### src/rtl/cic_comp_fir.sv
// rtl/cic_comp_fir.sv - symmetric CIC droop-compensation FIR, single shared MAC
// Optional feature macro: CIC_COMP_FIR_SAT_EN (saturate instead of wrap when narrowing)
module cic_comp_fir #(
  parameter int WIDTH_IN   = 36,
  parameter int WIDTH_COEF = 18,
  parameter int NUM_TAPS   = 15,
  parameter int WIDTH_OUT  = 16,
  parameter int SHIFT      = WIDTH_COEF - 2 + WIDTH_IN - WIDTH_OUT,
  localparam int K         = (NUM_TAPS + 1) / 2,
  localparam int AW        = (K > 1) ? $clog2(K) : 1
) (
  input  logic                         clk,
  input  logic                         rst_n,
  input  logic signed [WIDTH_IN-1:0]   din,
  input  logic                         din_vld,
  output logic                         in_rdy,
  input  logic                         coef_we,
  input  logic [AW-1:0]                coef_addr,
  input  logic signed [WIDTH_COEF-1:0] coef_data,
  output logic signed [WIDTH_OUT-1:0]  dout,
  output logic                         dout_vld,
  input  logic                         dout_rdy,
  output logic                         ovf
);

  localparam int TW     = $clog2(NUM_TAPS);
  localparam int PW     = WIDTH_IN + 1;
  localparam int MW     = PW + WIDTH_COEF;
  localparam int ACC_W  = MW + AW;
  localparam int RW     = ACC_W + 1;

  localparam logic signed [WIDTH_COEF-1:0] IMPULSE = {2'b01, {(WIDTH_COEF-2){1'b0}}};
  localparam logic signed [RW-1:0] ROUND_C = {{(RW-1){1'b0}}, 1'b1} << (SHIFT - 1);

  if ((NUM_TAPS % 2) == 0 || NUM_TAPS < 3) begin : g_bad_taps
    $error("cic_comp_fir: NUM_TAPS must be odd and >= 3");
  end
  if (SHIFT < 1 || SHIFT >= RW || WIDTH_OUT > RW) begin : g_bad_shift
    $error("cic_comp_fir: SHIFT/WIDTH_OUT out of range for accumulator width");
  end

  typedef enum logic [1:0] {S_IDLE, S_MAC, S_OUT} state_e;

  state_e                         state_q, state_d;
  logic [AW-1:0]                  k_q, k_d;
  logic signed [ACC_W-1:0]        acc_q, acc_d;
  logic signed [WIDTH_OUT-1:0]    dout_q, dout_d;
  logic                           ovf_q;
  logic signed [WIDTH_IN-1:0]     x_q [NUM_TAPS];
  logic signed [WIDTH_COEF-1:0]   shadow_q [K];
  logic signed [WIDTH_COEF-1:0]   active_q [K];

  logic                           accept;
  logic                           drop;
  logic                           last_k;
  logic                           coef_addr_ok;
  logic [TW-1:0]                  mirror_idx;
  logic signed [WIDTH_IN-1:0]     tap_a, tap_b;
  logic signed [PW-1:0]           pre_a, pre_b, pre_sum;
  logic signed [WIDTH_COEF-1:0]   coef_k;
  logic signed [MW-1:0]           prod;
  logic signed [ACC_W-1:0]        acc_sum;
  logic signed [RW-1:0]           rnd;
  logic signed [RW-1:0]           shifted;
  logic signed [WIDTH_OUT-1:0]    narrow;

  // The only way in_rdy can be high is IDLE out of reset; gating with rst_n keeps it low in reset.
  assign in_rdy       = rst_n & (state_q == S_IDLE);
  assign accept       = din_vld & in_rdy;
  assign drop         = din_vld & ~in_rdy;
  assign dout_vld     = (state_q == S_OUT);
  assign dout         = dout_q;
  assign ovf          = ovf_q;
  assign last_k       = (k_q == AW'(K - 1));
  assign coef_addr_ok = ({1'b0, coef_addr} < (AW + 1)'(K));

  // Folded tap pair: x[k] + x[N-1-k]; the center tap has no partner so its mirror is masked.
  assign mirror_idx = TW'(NUM_TAPS - 1) - TW'(k_q);
  assign tap_a      = x_q[TW'(k_q)];
  assign tap_b      = x_q[mirror_idx];
  assign pre_a      = {tap_a[WIDTH_IN-1], tap_a};
  assign pre_b      = last_k ? '0 : {tap_b[WIDTH_IN-1], tap_b};
  assign pre_sum    = pre_a + pre_b;
  assign coef_k     = active_q[k_q];
  assign prod       = MW'(pre_sum) * MW'(coef_k);
  assign acc_sum    = acc_q + ACC_W'(prod);

  // Round half up on the final accumulator value, then arithmetic shift down.
  assign rnd        = RW'(acc_sum) + ROUND_C;
  assign shifted    = rnd >>> SHIFT;

`ifdef CIC_COMP_FIR_SAT_EN
  localparam logic signed [RW-1:0] SAT_MAX = {{(RW-WIDTH_OUT+1){1'b0}}, {(WIDTH_OUT-1){1'b1}}};
  localparam logic signed [RW-1:0] SAT_MIN = {{(RW-WIDTH_OUT+1){1'b1}}, {(WIDTH_OUT-1){1'b0}}};

  // Clamp the rounded value into the signed output range.
  always_comb begin
    narrow = shifted[WIDTH_OUT-1:0];
    if (shifted > SAT_MAX) begin
      narrow = SAT_MAX[WIDTH_OUT-1:0];
    end else if (shifted < SAT_MIN) begin
      narrow = SAT_MIN[WIDTH_OUT-1:0];
    end
  end
`else
  logic unused_hi;

  // Two's-complement wrap: keep only the low output bits.
  always_comb begin
    narrow = shifted[WIDTH_OUT-1:0];
  end
  assign unused_hi = ^shifted[RW-1:WIDTH_OUT];
`endif

  // Next-state, tap counter, accumulator and output-register selection.
  always_comb begin
    state_d = state_q;
    k_d     = k_q;
    acc_d   = acc_q;
    dout_d  = dout_q;
    case (state_q)
      S_IDLE: begin
        if (accept) begin
          acc_d   = '0;
          k_d     = '0;
          state_d = S_MAC;
        end
      end
      S_MAC: begin
        acc_d = acc_sum;
        k_d   = k_q + AW'(1);
        if (last_k) begin
          k_d     = '0;
          dout_d  = narrow;
          state_d = S_OUT;
        end
      end
      S_OUT: begin
        if (dout_rdy) begin
          state_d = S_IDLE;
        end
      end
      default: state_d = S_IDLE;
    endcase
  end

  // Control registers and the sticky drop flag.
  always_ff @(posedge clk) begin
    if (!rst_n) begin
      state_q <= S_IDLE;
      k_q     <= '0;
      acc_q   <= '0;
      dout_q  <= '0;
      ovf_q   <= 1'b0;
    end else begin
      state_q <= state_d;
      k_q     <= k_d;
      acc_q   <= acc_d;
      dout_q  <= dout_d;
      if (drop) begin
        ovf_q <= 1'b1;
      end
    end
  end

  // Delay line: newest sample enters at x[0] only on an accepted input.
  always_ff @(posedge clk) begin
    if (!rst_n) begin
      for (int i = 0; i < NUM_TAPS; i++) begin
        x_q[i] <= '0;
      end
    end else if (accept) begin
      x_q[0] <= din;
      for (int i = 1; i < NUM_TAPS; i++) begin
        x_q[i] <= x_q[i-1];
      end
    end
  end

  // Coefficient banks: shadow is written any time, active snapshots shadow's pre-write contents on accept.
  always_ff @(posedge clk) begin
    if (!rst_n) begin
      for (int i = 0; i < K; i++) begin
        shadow_q[i] <= (i == K - 1) ? IMPULSE : '0;
        active_q[i] <= (i == K - 1) ? IMPULSE : '0;
      end
    end else begin
      if (accept) begin
        for (int i = 0; i < K; i++) begin
          active_q[i] <= shadow_q[i];
        end
      end
      if (coef_we && coef_addr_ok) begin
        shadow_q[coef_addr] <= coef_data;
      end
    end
  end

endmodule

### config.mk
export PLATFORM = sky130hd
export DESIGN_NAME = cic_comp_fir
export DESIGN_NICKNAME = d
export VERILOG_FILES = /design/src/rtl/cic_comp_fir.sv
export SDC_FILE = /design/constraint.sdc
export NUM_CORES = 2
export LEC_CHECK = 0
export ABC_AREA = 1
export CORE_ASPECT_RATIO = 1.1
export CORE_MARGIN = 1
export CORE_UTILIZATION = 47
export DETAILED_ROUTE_END_ITERATION = 8
export GPL_ROUTABILITY_DRIVEN = 1
export SLEW_MARGIN = 15
export SYNTH_ARGS = -nofsm -noshare
export SYNTH_HDL_FRONTEND = slang
export SYNTH_SLANG_ARGS = --single-unit
### constraint.sdc
create_clock -name clk -period 23.3 [get_ports clk]
set_input_delay 4.66 -clock clk [delete_from_list [all_inputs] [get_ports clk]]
set_output_delay 4.66 -clock clk [all_outputs]
set_load 0.02 [all_outputs]
==> flow_summary.ini <==
[logic_synthesis]
synth_area_leaders = edfxtp_1 37%, fa_1 19%, inv_1 8.8%
syn_nets = 8702
yosysUniqueCellTypes = 59
netlist.area_leader.share_pct = 36.6
ys_warn_count = 0
synth-main-ff-cell = edfxtp_1
synth_edf_count = 828
syn_area_sq_um = 67900
synth_cells = 7797
async_reset_ff_share_pct = 0
synth.avg_cell_area_sq_um = 8.71
ys_ff_latch = 905
synth_largest_area_cell = edfxtp_1
ys_seq_area_share_pct = 38.9

[clock_network]
postCtsHoldBufs = 0
cts_sinks = 905
h-tree-depth = 3
post_cts.repair.setup_buffers = 0
cts_resized = 0
clock_latency_ps = 730
clock_path_buffers = 3
cts-root-buf = clkbuf_16
cts-buffers-inserted = 97
cts_tree = built
clkTransAtPathRegs_ps = 60

[outcome]
status = finished clean

[floorplan]
initial_utilization_pct = 47.6
die_h_um = 401
core_sq_um = 143000
ios = 81
rows = 145
die_area_sq_um = 146000
die_w_um = 365

[detailed_routing]
met3WireLength_um = 12300
drt_first_pass_iters = 6
drt-total-wl_um = 196000
wl_per_cell_um = 20.2
wl_met1_um = 83300
drc = 0
met2_length_um = 92100
drt_iter0_drc = 4451
antenna_left = 0
via_count = 51800
viasPerCell = 5.35
highest_layer = met4

[sta]
fin_setup_tns_ps = 0
relSlewSlack_pct = 24.6
worst_pin_slew_ps = 1130
maxSlewViolCount = 0
setup_viol = 0
hold_violations = 0
finalClockSkew_ps = 50.2
fmax_mhz = 74.4
period_needed_ps = 13430
finalCritPeriodShare_pct = 57.7
holdWs_ps = 466
rsz0062_at_grt = false

[critical_path]
crit_slowest_cell = dfxtp_4
regToRegStartpoint = k_q[0]$_SDFFE_PN0P_
critPathCaptureType = flip-flop
cp_max_fo = 84
rr_endpoint = dout[13]$_SDFFE_PN0P_
required_ps = 23920
critPathLaunchType = flip-flop
rrSetupSlack_ps = 9870
path_class = reg2reg
r2r.worst_path.cells = 50
arrival_ps = 14050
crit_path_max_incr_delay_ps = 940
crit_top_cell = fa_1

[global_route]
grt_pass1_wl_um = 303000
grt_max_degree = 173
track_usage_pct = 27.0
first_global_vias = 52000
overflow = 0
antenna_found_initial = 3

[placement]
io_buffers = 80
gp_congestion = 0.972
post_dp_cell_area_sq_um = 70500
place_hpwl_um = 136000

[final_layout]
layout-drive-gt1-share_pct = 4.90
stdcell_area_sq_um = 73500
fin_util_pct = 51.5
layout_commonest_cell = inv_1
nets = 8600
syn_to_final_growth_pct = 8.22
final_cell_mix = 1580 x inv_1, 1247 x nor2_1, 1172 x nand2_1, 828 x edfxtp_1, 660 x fa_1

[worst_hold_path]
whs_path_depth = 2
min_path_type = reg2reg
worstHoldEndpoint = acc_q[3]$_SDFFE_PN0P_
hp-start = acc_q[3]$_SDFFE_PN0P_

[flow_run]
maxCapViolCount = 0
==> layer usage <==
layer	GRT usage, %	vias to the layer above
met5	0	-
met4	10.9	0
met3	3.73	361
met2	43.7	1729
met1	36.5	25600
li1	-	24200
==> registers in the layout, summed over array words and instances, names as in the netlist, named ones only <==
register	count
dout	16
k_q	3
acc_q	52
x_q	540
shadow_q	144
active_q	144
state_q	2
ovf	1
==> critical path: cells and delay by family, from the launching register on <==
kind	cells	cell delay, ps
adders and majority gates	10	4520
xor gates and xnor gates	1	310
DFF	1	940
and+or+nand+nor	17	2420
buffers and inverters	10	3020
AOI/OAI and AO/OA	12	2030
==> synth_stat cells, types with 3 or more instances <==
cell      number
a21boi_0       4
a21o_1        10
a21oi_1      461
a21oi_2        5
a31oi_1       13
a32o_1        26
buf_1         47
buf_2         35
buf_4          3
clkbuf_1     290
clkinv_1      23
dfxtp_1       77
edfxtp_1     828
fa_1         660
ha_1         183
inv_1       1585
inv_2         26
nand2_1     1176
nand2_2       21
nand3_1      150
nand3_2        5
nand4_1       19
nor2_1      1248
nor2_2        23
nor2_4         5
nor3_1        17
nor3_2         4
o211ai_1     147
o21a_1        10
o21ai_0      514
o21ai_1       12
o21bai_1      21
o221ai_1      11
o22ai_1       36
or2_1          3
or2_2         30
xnor2_1       17
xor2_1        20
xor2_2         3
==> per-stage QoR <==
stage               setup slack [ps]  std cells
detailed placement             10020       9507
global route                    9160       9680
CTS                            10020       9680
global placement               10110       9507
floorplan                       1680       7797
finish                          9870       9681
==> how the worst max path moves through the flow <==
stage / startpoint / end / slack, ps / cells past startpoint
CTS: k_q[0]$_SDFFE_PN0P_ / dout[13]$_SDFFE_PN0P_ / 10020 / 50
detailed placement: k_q[0]$_SDFFE_PN0P_ / dout[13]$_SDFFE_PN0P_ / 10020 / 50
global placement: k_q[0]$_SDFFE_PN0P_ / dout[15]$_SDFFE_PN0P_ / 10110 / 50
global route: k_q[0]$_SDFFE_PN0P_ / dout[13]$_SDFFE_PN0P_ / 9160 / 51
finish: k_q[0]$_SDFFE_PN0P_ / dout[13]$_SDFFE_PN0P_ / 9870 / 50
floorplan: rst_n / active_q[0][0]$_SDFFCE_PN0P_ / 1680 / 7
==> cell families (layout without fill, tap and decap cells) <==
family | after synthesis | after routing | synth area share, %
adder cells (fa/ha/maj) | 843 | 843 | 22.8
flip-flops | 905 | 905 | 38.9
other | 0 | 1 | 0
AND/OR/NAND/NOR | 2713 | 2713 | 15.9
AO/OA/AOI/OAI | 1284 | 1284 | 10.6
buffers and inverters | 2010 | 1982 | 11.2
XOR/XNOR | 42 | 42 | 0.613
==> layout make-up <==
cell class,instances,area [sq um]
multi-input combinational,4882,34000
clock buffer,119,2510
antenna,1,2.50
tap,1911,2390
sequential,905,26400
clock inverter,54,537
fill,13500,69200
inverter,1634,6140
timing repair buffer,175,1530
Power is not shown: default switching activity piles up to over one toggle a cycle in this logic, so the estimate is an artifact.
